## config.mk

```make
export PLATFORM = sky130hd
export DESIGN_NAME = sseg_bcd_timer
export DESIGN_NICKNAME = d
export VERILOG_FILES = /design/src/rtl/sseg_bcd_timer.sv
export SDC_FILE = /design/constraint.sdc
export NUM_CORES = 1
export LEC_CHECK = 0
export CORE_AREA = 2 2 96 98
export DETAILED_ROUTE_END_ITERATION = 6
export DIE_AREA = 0 0 98 100
export GPL_ROUTABILITY_DRIVEN = 0
export PLACE_DENSITY = 0.85
export SLEW_MARGIN = 20
export SYNTH_ARGS = -nofsm -noshare
export SYNTH_HDL_FRONTEND = slang
export SYNTH_SLANG_ARGS = --single-unit
```

## constraint.sdc

```tcl
create_clock -name sysclk -period 3.23 [get_ports sysclk]
set_clock_uncertainty 0.15 [all_clocks]
set_input_delay 0.646 -clock sysclk [delete_from_list [all_inputs] [get_ports sysclk]]
set_output_delay 0.646 -clock sysclk [all_outputs]
set_load 0.02 [all_outputs]
```

## src/rtl/sseg_bcd_timer.sv

```systemverilog
// BCD up/down timer with a multiplexed, active-low seven-segment display.
// Define SSEG_TIMER_BLANK_LZ_EN to blank leading-zero digits (digit 0 always shown).
module sseg_bcd_timer #(
    parameter int CLK_HZ      = 100_000_000,
    parameter int TICK_HZ     = 10,
    parameter int N_DIGITS    = 4,
    parameter int REFRESH_DIV = 100_000
) (
    input  logic                  sysclk,
    input  logic                  rst,
    input  logic                  SW,
    input  logic                  dir,
    input  logic                  clr,
    input  logic                  load,
    input  logic [4*N_DIGITS-1:0] load_val,
    output logic [4*N_DIGITS-1:0] count,
    output logic                  wrap,
    output logic [7:0]            sseg,
    output logic [7:0]            AN
);

    localparam int TICK_DIV = CLK_HZ / TICK_HZ;
    localparam int W        = 4 * N_DIGITS;
    localparam int PW       = $clog2(TICK_DIV);
    localparam int RW       = $clog2(REFRESH_DIV);
    localparam int IW       = (N_DIGITS > 1) ? $clog2(N_DIGITS) : 1;

    localparam logic [PW-1:0] PRESC_MAX = PW'(TICK_DIV - 1);
    localparam logic [RW-1:0] REF_MAX   = RW'(REFRESH_DIV - 1);
    localparam logic [IW-1:0] IDX_MAX   = IW'(N_DIGITS - 1);

    logic [PW-1:0] presc;
    logic          tick;
    logic [W:0]    stepped;
    logic [RW-1:0] ref_cnt;
    logic [IW-1:0] idx;
    logic [3:0]    digit;
    logic          blank;

    function automatic logic [W-1:0] sanitize(input logic [W-1:0] v);
        logic [W-1:0] r;
        r = v;
        for (int i = 0; i < N_DIGITS; i++)
            if (v[4*i +: 4] > 4'd9) r[4*i +: 4] = 4'd0;
        return r;
    endfunction

    // Returns {ripple_out, next}; ripple_out set means every digit rolled over.
    function automatic logic [W:0] bcd_step(input logic [W-1:0] v, input logic down);
        logic [W-1:0] r;
        logic         ripple;
        r      = v;
        ripple = 1'b1;
        for (int i = 0; i < N_DIGITS; i++) begin
            if (ripple) begin
                if (!down) begin
                    if (v[4*i +: 4] == 4'd9) begin
                        r[4*i +: 4] = 4'd0;
                    end else begin
                        r[4*i +: 4] = v[4*i +: 4] + 4'd1;
                        ripple      = 1'b0;
                    end
                end else begin
                    if (v[4*i +: 4] == 4'd0) begin
                        r[4*i +: 4] = 4'd9;
                    end else begin
                        r[4*i +: 4] = v[4*i +: 4] - 4'd1;
                        ripple      = 1'b0;
                    end
                end
            end
        end
        return {ripple, r};
    endfunction

    function automatic logic [7:0] decode(input logic [3:0] d);
        logic [7:0] s;
        case (d)
            4'd0:    s = 8'hC0;
            4'd1:    s = 8'hF9;
            4'd2:    s = 8'hA4;
            4'd3:    s = 8'hB0;
            4'd4:    s = 8'h99;
            4'd5:    s = 8'h92;
            4'd6:    s = 8'h82;
            4'd7:    s = 8'hF8;
            4'd8:    s = 8'h80;
            4'd9:    s = 8'h90;
            default: s = 8'hFF;
        endcase
        return s;
    endfunction

    assign tick = SW && (presc == PRESC_MAX);

    always_comb stepped = bcd_step(count, dir);
    always_comb digit   = count[4*idx +: 4];

`ifdef SSEG_TIMER_BLANK_LZ_EN
    // NOTE: blank gets its default before the loop so no path leaves it unassigned (no latch).
    always_comb begin
        blank = (idx != '0);
        for (int i = 0; i < N_DIGITS; i++)
            if (i >= int'(idx) && count[4*i +: 4] != 4'd0) blank = 1'b0;
    end
`else
    assign blank = 1'b0;
`endif

    // NOTE: registers use non-blocking (<=) so every flop samples pre-edge values.
    always_ff @(posedge sysclk or negedge rst) begin
        if (!rst) begin
            presc <= '0;
        end else if (clr) begin
            presc <= '0;
        end else if (SW) begin
            presc <= (presc == PRESC_MAX) ? '0 : presc + PW'(1);
        end
    end

    // clr beats load beats tick; a tick coinciding with load is dropped.
    always_ff @(posedge sysclk or negedge rst) begin
        if (!rst) begin
            count <= '0;
            wrap  <= 1'b0;
        end else begin
            wrap <= 1'b0;
            if (clr) begin
                count <= '0;
            end else if (load) begin
                count <= sanitize(load_val);
            end else if (tick) begin
                count <= stepped[W-1:0];
                wrap  <= stepped[W];
            end
        end
    end

    always_ff @(posedge sysclk or negedge rst) begin
        if (!rst) begin
            ref_cnt <= '0;
            idx     <= '0;
        end else if (ref_cnt == REF_MAX) begin
            ref_cnt <= '0;
            idx     <= (idx == IDX_MAX) ? '0 : idx + IW'(1);
        end else begin
            ref_cnt <= ref_cnt + RW'(1);
        end
    end

    always_ff @(posedge sysclk or negedge rst) begin
        if (!rst) begin
            sseg <= 8'hFF;
            AN   <= 8'hFF;
        end else begin
            sseg <= blank ? 8'hFF : decode(digit);
            AN   <= ~(8'd1 << idx);
        end
    end

endmodule

```

Yosys cells after proc, flatten, opt, wreduce, memory -nomap -nowiden
Memory sizes are Yosys's and may differ from the RTL's. A register that Yosys moved wholly into a read port is not among the register bits.
Index checks and enable logic that the tools add are counted.
{"block": "op_classes", "addsub": 11, "order_cmp": 4, "n_eq_ne": 7, "shift": 2, "n_mux": 45, "bitwise": 1, "reduce_logical": 14}
{"operator": "$mux 4", "count": 19}
{"operator": "$mux 24", "count": 3}
{"operator": "$mux 16", "count": 3}
{"operator": "$add 24x1->24 const B", "count": 1}
{"operator": "$eq 24x24->1 const B", "count": 1}
{"operator": "$mux 1", "count": 18}
{"operator": "$add 17x1->17 const B", "count": 1}
{"operator": "$eq 17x17->1 const B", "count": 1}
{"operator": "$mux 17", "count": 1}
{"operator": "$add 4x1->4 const B", "count": 4}
{"operator": "$eq 4x4->1 const B", "count": 4}
{"operator": "$gt 4x4->1 const B", "count": 4}
{"operator": "$logic_not 4->1", "count": 4}
{"operator": "$shiftx 16x5->4", "count": 1}
{"operator": "$sub 4x1->4 const B", "count": 4}
{"operator": "$reduce_bool 3->1", "count": 4}
{"operator": "$not 8->8", "count": 1}
{"operator": "$shl 1x2->8 const A", "count": 1}
{"operator": "$reduce_and 2->1", "count": 3}
{"operator": "$add 2x1->2 const B", "count": 1}
{"operator": "$eq 2x2->1 const B", "count": 1}
{"operator": "$mux 2", "count": 1}
{"operator": "$reduce_bool 2->1", "count": 1}
{"operator": "$logic_and 1x1->1", "count": 1}
{"operator": "$logic_not 1->1", "count": 1}
{"block": "word_totals", "ff_bits": 76, "romBits": 112, "input_bits": 22, "out_inout_bits": 33, "word_cells": 95, "n_memories": 1}
{"memory": "(no name shown)", "words": 16, "width": 7, "read_ports": 1, "rd_ports_with_merged_regs": 1, "write_ports": 0, "line": "78", "rtl": "case (d)"}

Logic depth before layout (Yosys ltp)
Gate-level depths: netlist (run 1).
{"block": "logic_depth", "depth_word": 9, "mapped_depth": 8, "ltp_nobuf": 7}

Worst setup path after synthesis (run 1)
OpenSTA, ideal clock, no wires.
{"block": "synth_path", "path_kind": "register -> register", "start": "register count[0]", "end": "register count[12]", "setup_time_ns": 0.111, "t_arrival_ns": 2.252, "required_ns": 2.969, "setup_slack_ns": 0.717, "path_stages_with_launch": 8, "n_path_buf": 0, "synth_period_minus_slack_ns": 2.513, "cell_sequence": "dfrtp_1 inv_1 ha_1 or4bb_1 a211oi_1 nor4b_4 nor3_1 a2111oi_2"}
{"block": "synth_via", "elab_chain_len": 7, "word_cells_on_any_way": 9, "cone_classes": "eq/ne (1); mux (5); reduce/logical (3)"}
{"element": "start: declaration", "line": "16", "rtl": "output logic [4*N_DIGITS-1:0] count,"}
{"element": "start signal: assignment", "line": "131", "rtl": "count <= sanitize(load_val);"}
{"element": "start signal: assignment", "line": "133", "rtl": "count <= stepped[W-1:0];"}
{"element": "$eq 4x4->1 / $logic_not 4->1 (equally long branches)", "line": "57, 64"}
{"element": "$mux 1 (on tied branches)", "line": "57, 64"}
{"element": "$mux 1 *", "line": "56", "rtl": "if (!down) begin"}
{"element": "$mux 1 * (2 in series)", "line": "55", "rtl": "if (ripple) begin"}
{"element": "$reduce_bool 3->1 (no source line) *"}
{"element": "$reduce_and 2->1 (no source line) *"}
Every way passes the cells marked *; elsewhere a longest branch is shown, timed or not.
A chain may end at the register's enable or synchronous reset.

Final worst setup path (run 1)
{"block": "layout_path", "start": "register presc[21]", "end": "register count[12]"}
{"block": "layout_via", "elab_chain_len": 4}
{"element": "start: declaration", "line": "32", "rtl": "logic [PW-1:0] presc;"}
{"element": "start signal: assignment", "line": "117", "rtl": "presc <= (presc == PRESC_MAX) ? '0 : presc + PW'(1);"}
{"element": "$eq 24x24->1", "line": "94", "rtl": "assign tick = SW && (presc == PRESC_MAX);"}
{"element": "$logic_and 1x1->1", "line": "94"}
{"element": "$reduce_bool 3->1 (no source line)"}
{"element": "$reduce_and 2->1 (no source line)"}
Every way passes these cells.

==> out/metrics.yaml, run 1 <==
crit_path_max_incr_delay_ns: 0.60
antenna_cells: 0
crit_buf_inv: 0
p_comb_share_pct: 16.4
clock.fmax_mhz: 361
setup_viol: 0
crit_path_start: "presc[21]"
drt_iter0_markers: 481
cellPowerDensity_nw_per_um2: 344
synth_warnings: 0
final_common_cell: "dfrtp_1"
synthTopCellsByArea: "dfrtp_1 (31%), ha_1 (6.7%), dfstp_2 (5.9%)"
synthFlopType: "dfrtp_1"
yosys.area.top_type: "dfrtp_1"
grt_usage_pct: 26.1
io_pins: 55
setup_tns_ns: 0
avgSynthCellArea_um2: 8.80
cp_data_required_time_ns: 3.33
hold_path.class: "in -> async"
io_buffers: 49
cp-end-kind: "register"
critPathKind: "reg -> reg"
core_um2: 8890
vias: 4511
p_seq_share_pct: 48.9
antenna_found_initial: 0
p_int_uw: 1380
slew_violations: 0
cp.arrival_ns: 2.87
grt_max_degree: 42
worstSkewPairLatency_ns: 0.36
wl_per_cell_um: 17.3
synth-seq-area-share_pct: 36.8
ir_drop_mv: 0.193
grt_pass1_wl_um: 20700
crit_slowest_cell: "or4_1"
ys_types: 66
nets: 643
rsz0062_at_grt: "false"
worst_slack_ns: 0.457
final_core_util_pct: 63.5
crit_family: "simple AND/OR/NAND/NOR gates"
fin_crit_sh_pct: 85.8
multi_input_area_um2: 2800
cts_resized: 0
ant_nets: 0
cts_tree: "yes"
dpl-instance-area_um2: 5460
worst_r2r_startpoint: "presc[21]"
maxSlewHeadroom_pct: 43.7
seqCellArea_um2: 1790
path_depth: 5
synth_top_area_share_pct: 30.9
fin_crit_ns: 2.77
stdcell_area_um2: 5640
total_switching_power_uw: 564
synth_seq_cells: 71
htreeDepth: 3
worst_pin_slew_ns: 0.844
cts_hold_buffers: 0
reg2regPathDepth: 5
grt_pass1_vias: 4257
firstDrtPassIters: 6
postCtsSetupBuffers: 0
area_growth_pct: 16.1
cts_root_buf: "clkbuf_8"
pre_cts_ws_ns: 0.171
place_hpwl_um: 8850
drt-vias-per-instance: 6.34
p_total_uw: 1940
die_h_um: 100
p_clk_share_pct: 34.7
syn_area_um2: 4860
grt-ovfl-total: 0
cp_cell_sequence: "or4b_1 > or4_1 > nor4b_4 > nor3_1 > a2111oi_2"
die_x_um: 98
rows: 35
wl_um: 12300
start_util_pct: 54.7
path_max_fanout: 6
cts.sinks: 71
fillCellCount: 741
synth_edf_count: 0
leakagePower_uw: 0.00229
status: "completed"
hold_violations: 0
drive_gt1_share_pct: 9.67
drc: 0
swShare_pct: 29.1
maxCapViolations: 0
start_kind: "register"
synthCells: 552
die_area_um2: 9800
numCtsBuffers: 9
final_cell_mix: "dfrtp_1 (60), clkdlybuf4s50_1 (48), nor2_1 (46)"
clk_pin_slew_ns: 0.09
postSynth.asyncResetShare_pct: 100
clk_path_buf_depth: 2
[layer usage]
| metal | wire [µm] | share of wire (%) | track usage, % | vias to the layer above |
|---|---|---|---|---|
| li1 | - | - | - | 2089 |
| met1 | 5250 | 43 | 35.1 | 2192 |
| met2 | 5950 | 48 | 43.0 | 201 |
| met3 | 909 | 7.4 | 4.32 | 29 |
| met4 | 224 | 1.8 | 9.08 | 0 |
| met5 | 0 | 0 | 0 | - |
[cell families after synthesis]
kind of cell / count (synthesis) / synth area share [%]
flip-flops: 71 / 36.8
AO/OA/AOI/OAI: 119 / 16.4
adder cells (fa/ha/maj): 26 / 6.69
XOR/XNOR: 27 / 4.87
AND/OR/NAND/NOR: 221 / 24.8
other: 1 / 0.0772
multiplexers: 16 / 4.45
buffers and inverters: 71 / 5.90
[metrics by stage]
stage	cells	hold slack, ns
floorplan	556	0.200
global placement	695	0.326
detailed placement	695	0.329
CTS	711	0.243
global route	711	0.272
finish	711	0.223
[sequential cells by signal, summed over array words and instances, names as in the netlist]
| name | cells |
|---|---|
| AN | 4 |
| count | 16 |
| wrap | 1 |
| idx | 2 |
| presc | 24 |
| ref_cnt | 17 |
| sseg | 7 |
[power groups by stage]
stage / combinational [µW] / clock, µW / sequential (µW)
finish: 318 / 673 / 948
global route: 345 / 726 / 952
CTS: 315 / 688 / 946
detailed placement: 313 / 0 / 963
global placement: 302 / 0 / 962
floorplan: 167 / 0 / 973
[cells in the mapped netlist (4+ instances only)]
cell	n
inv_1	38
mux2i_1	7
nand2_1	42
a21oi_1	26
buf_4	5
nor2b_1	4
mux4_2	4
a22oi_1	4
a22o_1	4
ha_1	26
nand3_1	25
nand4_1	19
o21ai_0	29
nor3_1	12
nand3b_1	13
mux2_2	5
xor2_1	14
a311oi_1	4
o211ai_1	5
dfrtp_1	60
or4_1	5
nor3b_1	4
and3_1	8
nor2_1	46
xnor2_1	13
dfstp_2	11
o22ai_1	4
or3_1	7
a31oi_1	11
nand2b_1	6
nor4_1	10
clkbuf_1	23
buf_1	4
or2_2	4
[layout make-up]
cell class / count / share of cell area, %
tap: 111 / 2.46
sequential: 71 / 31.7
inverter: 38 / 2.53
multi-input combinational: 414 / 49.6
clock buffer: 11 / 2.71
timing repair buffer: 61 / 10.4
clock inverter: 5 / 0.576
[worst register-to-register path, cell delays in order, from the launching register on]
cell and delay, ns:
dfrtp_1 0.44, or4b_1 0.54, or4_1 0.60, nor4b_4 0.47
nor3_1 0.11, a2111oi_2 0.37
[worst paths after layout]
path,to,slack (ns)
worst min register to register,ref_cnt[0],0.34
min in group sysclk,ref_cnt[0],0.34
max in group asynchronous,presc[17],2.01
worst max-delay path,count[12],0.46
worst max register to register,count[12],0.46
worst min-delay path,count[8],0.22
Power figures use the tool's default switching activity.
==> run 2, diff against run 1 <==
- CTS_CLUSTER_SIZE: unset -> 8
==> results of run 2 <==
The final DEF is identical to that of run 1; final timing and power are the same.
